**config.mk**
```make
export PLATFORM = sky130hd
export DESIGN_NAME = fifo_queue
export DESIGN_NICKNAME = d
export VERILOG_FILES = /design/src/rtl/fifo_queue.sv
export SDC_FILE = /design/constraint.sdc
export NUM_CORES = 1
export LEC_CHECK = 0
export CAP_MARGIN = 20
export CORE_MARGIN = 4
export CORE_UTILIZATION = 60
export CTS_BUF_LIST = sky130_fd_sc_hd__clkbuf_16
export DETAILED_ROUTE_END_ITERATION = 6
export PLACE_DENSITY_LB_ADDON = 0.1
export SYNTH_ARGS = -nofsm -noshare
export SYNTH_HDL_FRONTEND = slang
export SYNTH_SLANG_ARGS = --single-unit
```
**constraint.sdc**
```tcl
create_clock -name clk -period 4.41 [get_ports clk]
set_clock_uncertainty 0.15 [all_clocks]
set_input_delay 1.1025 -clock clk [delete_from_list [all_inputs] [get_ports clk]]
set_output_delay 1.1025 -clock clk [all_outputs]
set_load 0.01 [all_outputs]
```
**src/rtl/fifo_queue.sv**
```systemverilog
// fifo_queue: single-clock FIFO with registered output and occupancy flags.
// Words enter at the tail (wr_ptr) and leave from the head (rd_ptr), so they
// come out in arrival order. The flag set matches the companion LIFO stack,
// so control logic can use either buffer without changes.
//
// Optional feature, selected by macro FIFO_QUEUE_ERR_FLAGS_EN:
//   defined   -> overflow/underflow are set by a rejected push/pop and stay
//                set until rst.
//   undefined -> overflow/underflow are tied low and no error logic is built.
// Rejected requests are dropped in both builds.

module fifo_queue #(
  parameter int DATA_W = 32,
  parameter int DEPTH  = 16
) (
  input  logic              clk,
  input  logic              rst,
  input  logic [DATA_W-1:0] In,
  input  logic              push,
  input  logic              pop,
  output logic [DATA_W-1:0] Out,
  output logic              out_valid,
  output logic              empty,
  output logic              full,
  output logic              half_full,
  output logic              three_quarter_full,
  output logic              overflow,
  output logic              underflow
);

  localparam int PTR_W = $clog2(DEPTH);
  localparam int CNT_W = PTR_W + 1;

  localparam logic [CNT_W-1:0] CNT_FULL = CNT_W'(DEPTH);
  localparam logic [CNT_W-1:0] CNT_HALF = CNT_W'(DEPTH / 2);
  localparam logic [CNT_W-1:0] CNT_3Q   = CNT_W'((3 * DEPTH) / 4);
  localparam logic [CNT_W-1:0] CNT_ONE  = CNT_W'(1);
  localparam logic [PTR_W-1:0] PTR_ONE  = PTR_W'(1);

  // Storage is intentionally not reset; stale words are never readable
  // because count gates every pop.
  logic [DATA_W-1:0] mem_q [DEPTH];

  logic [PTR_W-1:0]  wr_ptr_q, wr_ptr_d;
  logic [PTR_W-1:0]  rd_ptr_q, rd_ptr_d;
  logic [CNT_W-1:0]  count_q,  count_d;
  logic [DATA_W-1:0] out_q,    out_d;
  logic              out_valid_q, out_valid_d;

  logic              pop_acc;
  logic              push_acc;
  logic              not_full;
  logic              not_empty;

  // Accept decisions. A pop frees a slot in the same cycle, so a full queue
  // still takes a push when a pop is accepted alongside it. An empty queue
  // never bypasses: the pop is rejected even if a push arrives with it.
  always_comb begin
    not_full  = (count_q != CNT_FULL);
    not_empty = (count_q != '0);
    pop_acc   = pop & not_empty;
    push_acc  = push & (not_full | pop_acc);
  end

  // Next-state for pointers, occupancy and the registered output word.
  always_comb begin
    wr_ptr_d    = wr_ptr_q;
    rd_ptr_d    = rd_ptr_q;
    count_d     = count_q;
    out_d       = out_q;
    out_valid_d = 1'b0;

    if (push_acc) begin
      wr_ptr_d = wr_ptr_q + PTR_ONE;
    end

    if (pop_acc) begin
      rd_ptr_d    = rd_ptr_q + PTR_ONE;
      out_d       = mem_q[rd_ptr_q];
      out_valid_d = 1'b1;
    end

    case ({push_acc, pop_acc})
      2'b10:   count_d = count_q + CNT_ONE;
      2'b01:   count_d = count_q - CNT_ONE;
      default: count_d = count_q;
    endcase
  end

  // Control and output registers; reset drops any in-flight request.
  always_ff @(posedge clk or posedge rst) begin
    if (rst) begin
      wr_ptr_q    <= '0;
      rd_ptr_q    <= '0;
      count_q     <= '0;
      out_q       <= '0;
      out_valid_q <= 1'b0;
    end else begin
      wr_ptr_q    <= wr_ptr_d;
      rd_ptr_q    <= rd_ptr_d;
      count_q     <= count_d;
      out_q       <= out_d;
      out_valid_q <= out_valid_d;
    end
  end

  // Storage write at the tail on an accepted push.
  always_ff @(posedge clk) begin
    if (push_acc && !rst) begin
      mem_q[wr_ptr_q] <= In;
    end
  end

  // Occupancy flags decode the count register only, so they describe the
  // state after the most recent edge with no look-ahead.
  always_comb begin
    empty              = (count_q == '0);
    full               = (count_q == CNT_FULL);
    half_full          = (count_q >= CNT_HALF);
    three_quarter_full = (count_q >= CNT_3Q);
  end

  assign Out       = out_q;
  assign out_valid = out_valid_q;

`ifdef FIFO_QUEUE_ERR_FLAGS_EN
  logic overflow_q,  overflow_d;
  logic underflow_q, underflow_d;

  // Sticky error capture: once a request is rejected the flag stays up.
  always_comb begin
    overflow_d  = overflow_q  | (push & ~push_acc);
    underflow_d = underflow_q | (pop  & ~pop_acc);
  end

  // Error flag registers, cleared only by reset.
  always_ff @(posedge clk or posedge rst) begin
    if (rst) begin
      overflow_q  <= 1'b0;
      underflow_q <= 1'b0;
    end else begin
      overflow_q  <= overflow_d;
      underflow_q <= underflow_d;
    end
  end

  assign overflow  = overflow_q;
  assign underflow = underflow_q;
`else
  assign overflow  = 1'b0;
  assign underflow = 1'b0;
`endif

endmodule

```
==> results.md <==
* Post-synthesis average cell area at 22.28 µm²
* Io pins at 75
* Remaining routing DRC violations at 0
* Area of the core at approximately 35000 µm²
* Hold buffer count at CTS at 0
* Die outline height at between 150 and 200 µm
* CTS tree: yes
* Most area-consuming cells after synthesis: sky130_fd_sc_hd__edfxtp_1 72%, sky130_fd_sc_hd__mux4_2 14%, sky130_fd_sc_hd__dfrtp_1 5.4%
* Flop and latch count out of synthesis at between 500 and 600
* Yosys warning total at 0
* # placed instances at 1468
* Count of vias placed by the detailed router at about 9900
* Gates resized, CTS repair at 0
* Post-route fraction of the period consumed by the critical path at between 80% and 90%
* CTS clk-pin slew, worst paths at about 0.060 ns
* Initial cell density of the core at 61.15%
* Maximum resistive drop on vdd at 0.3851 mV
* Fraction of the yosys area taken by sequential cells at between 70% and 80%
* Number of global-route vias before repair at just over 10000
* Number of max-capacitance violations reported at 0
* Predominant post-synthesis flop cell: sky130_fd_sc_hd__edfxtp_1
* Routed length per instance at 27.73 µm
* Number of CTS-inserted buffers at between 50 and 60
* Num rows at just under 70
* Global-route total usage across every layer at 23.11%
* Final TNS setup at 0 ns
* Routed WL at roughly 43000 µm
* Violation count after the first detailed-route iteration at a little over 900
* First-pass GRT wire length at around 66000 µm
* Number of failing hold endpoints at the final stage at 0
* Cell area reported after detailed placement at 22770 µm²
* Data arrival time of the critical path at between 2 and 2.5 ns
* Unique masters post-synth at 40
* Post-CTS setup repair buffer count at 0
* Number of antenna violations at the first check in global routing at 1
* Area growth from synthesis to layout at 15.01%
* Cell Count, Final, Fillers Out at between 1500 and 2000
* Area leader, netlist: sky130_fd_sc_hd__edfxtp_1
* Minimum clock period after layout at 3.533 ns
* Worst Max-Slew Pin Slew at 0.9378 ns
* Cell types with the highest counts after synthesis: 512 x sky130_fd_sc_hd__edfxtp_1, 128 x sky130_fd_sc_hd__mux4_2, 57 x sky130_fd_sc_hd__o22ai_1
* Filler Cells Inserted at slightly above 2000
* Netlist Area Pre-Place at ~21000 µm²
* Final standard cell area without fillers at 24470 µm²
* Share of cells above drive strength 1 at 28.15%
* Pre-antenna DRT Iters at 4
* Leakage power of the design at around 8 nW
* Via-per-instance ratio at about 6.3
* Aggregate global routing overflow at 0
* Outcome: completed
* Top achievable clock speed at around 280 MHz
* Root Driver: sky130_fd_sc_hd__clkbuf_16
* CP Capture Type: primary output
* Largest driver fanout on the critical path at 6
* Data required, critical path at around 3.2 ns
* Area share of the leading cell type in the synthesized netlist at 72.26%
* Number of I/O port buffers at 72
* Most common cell in the netlist: sky130_fd_sc_hd__edfxtp_1
* Max-slew violations at 0
* Die W at approximately 200 µm
* Worst relative slew slack at a little under two fifths
* Post-layout net count at roughly 1100
* Full die area at 38540 µm²
* Largest net degree at the start of global routing at 49
* Number of enable-type register cells in the synthesized netlist at 512
* RSZ-0062 raised after global routing: no
* Total inserted antenna cells at 0
* Clk Latency, worst-skew pair at 0.59 ns
* Post-DP HPWL at about 26000 µm
* Endpoints failing setup at 0
* Type of the worst setup path: flop to primary output
* Routability congestion estimate at 0.7925
* Class of the tightest hold or removal check: flop to flop
* Clock sink count at about 560
* Max H-tree Level at 2
* Detail Route Antenna Nets at 0
* Worst Setup Start Kind: flop
* Share of flip-flops with an asynchronous set or reset after synthesis at under 10%
* Clock Tree Buf Depth at 3
* Power Dens Cells at approximately 620 nW/µm²
* Post-synthesis cell count at ~960
==> routing by layer <==
layer | GRT usage (%) | vias to the layer above | part of all wire (%)
met4 | 6.129 | 0 | 1.9
met3 | 4.225 | 61 | 7.4
met5 | 0 | - | 0
met2 | 34.96 | 384 | 48
met1 | 35.95 | 5192 | 43
li1 | - | 4257 | -
==> state kept, by name, indices dropped and copies added (netlist names) <==
register / flops
Out: 32
rd_ptr_q: 4
wr_ptr_q: 4
out_valid: 1
count_q: 5
mem_q: 512
==> layout by cell type (no fill, tap or decap), drive strengths merged <==
master and count:
clkinvlp 3, xor2 2, fa 1, o21ba 1, clkbuf 55, clkinv 25, nand2b 2, or3 2
bufinv 4, nand3b 1, inv 18, nand3 2, nand2 9, o211ai 2, xnor2 7, o21ai 1
edfxtp 512, a21oi 35, nor3 1, mux4 128, ha 8, a211oi 1, dfrtp 46, o22ai 65
nand4 2, a31oi 1, a21o 3, or2 2, a211o 1, clkdlybuf4s50 72, nor2 19, o21a 1
nor4 1, a2111oi 1, mux2 36, buf 40, conb 2
==> report_power, final <==
| group | switching, mW | internal (mW) | total [mW] |
|---|---|---|---|
| Combinational | 2.02 | 2.10 | 4.12 |
| Sequential | 0.426 | 6.26 | 6.69 |
| Clock | 1.88 | 2.49 | 4.37 |
==> layout make-up <==
| type | instances | area, µm² | share of cell area (%) |
|---|---|---|---|
| clock buffer | 55 | 1376 | 5.624 |
| clock inverter | 44 | 322.8 | 1.319 |
| multi-input combinational | 337 | 4549 | 18.59 |
| inverter | 6 | 22.52 | 0.09203 |
| timing repair buffer | 112 | 1096 | 4.479 |
| tap | 455 | 569.3 | 2.326 |
| sequential | 558 | 16530 | 67.57 |
==> metrics by stage <==
step / util [%] / hold WS, ns / total power, mW / worst slack (ns)
5_1_grt: 70.32 / 0.4372 / 15.85 / 0.7848
6_report: 70.32 / 0.4116 / 15.18 / 0.8775
3_3_place_gp: 65.44 / 0.3780 / 10.91 / 0.5131
4_1_cts: 70.32 / 0.4092 / 15.35 / 0.8389
2_1_floorplan: - / 0.3412 / 9.487 / 0.007948
3_5_place_dp: 65.44 / 0.3950 / 10.97 / 0.5703
==> cell families (layout without fill, tap and decap cells) <==
group | after synthesis | in the layout | share of synthesized area, %
flops | 558 | 558 | 77.67
mux | 164 | 164 | 15.45
compound gates | 112 | 112 | 3.440
buf+inv | 61 | 217 | 1.623
simple gates | 41 | 41 | 0.8644
fa+ha+maj | 9 | 9 | 0.5645
xor+xnor | 9 | 9 | 0.3705
other cells | 1 | 2 | 0.01762
==> final timing paths <==
path | startpoint | end | slack (ns) | depth (start not counted)
setup / recovery | count_q[0]$_DFFE_PP0P_ | full | 0.88 | 3
hold / removal | wr_ptr_q[3]$_DFFE_PP0N_ | wr_ptr_q[3]$_DFFE_PP0N_ | 0.41 | 1
setup reg to reg | count_q[0]$_DFFE_PP0P_ | count_q[4]$_DFFE_PP0P_ | 1.62 | 7
hold reg to reg | wr_ptr_q[3]$_DFFE_PP0N_ | wr_ptr_q[3]$_DFFE_PP0N_ | 0.41 | 1
max in group asynchronous | rst | rd_ptr_q[2]$_DFFE_PP0N_ | 2.32 | 3
min in group asynchronous | rst | Out[13]$_DFFE_PP0N_ | 0.76 | 2
==> critical path: stages, from the launching register on <==
cell                              delay (ns)
sky130_fd_sc_hd__dfrtp_1                0.44
sky130_fd_sc_hd__or3_1                  0.53
sky130_fd_sc_hd__nor3_1                 0.17
sky130_fd_sc_hd__clkdlybuf4s50_1        0.56
Note: power is estimated with default switching activity, not from simulation.
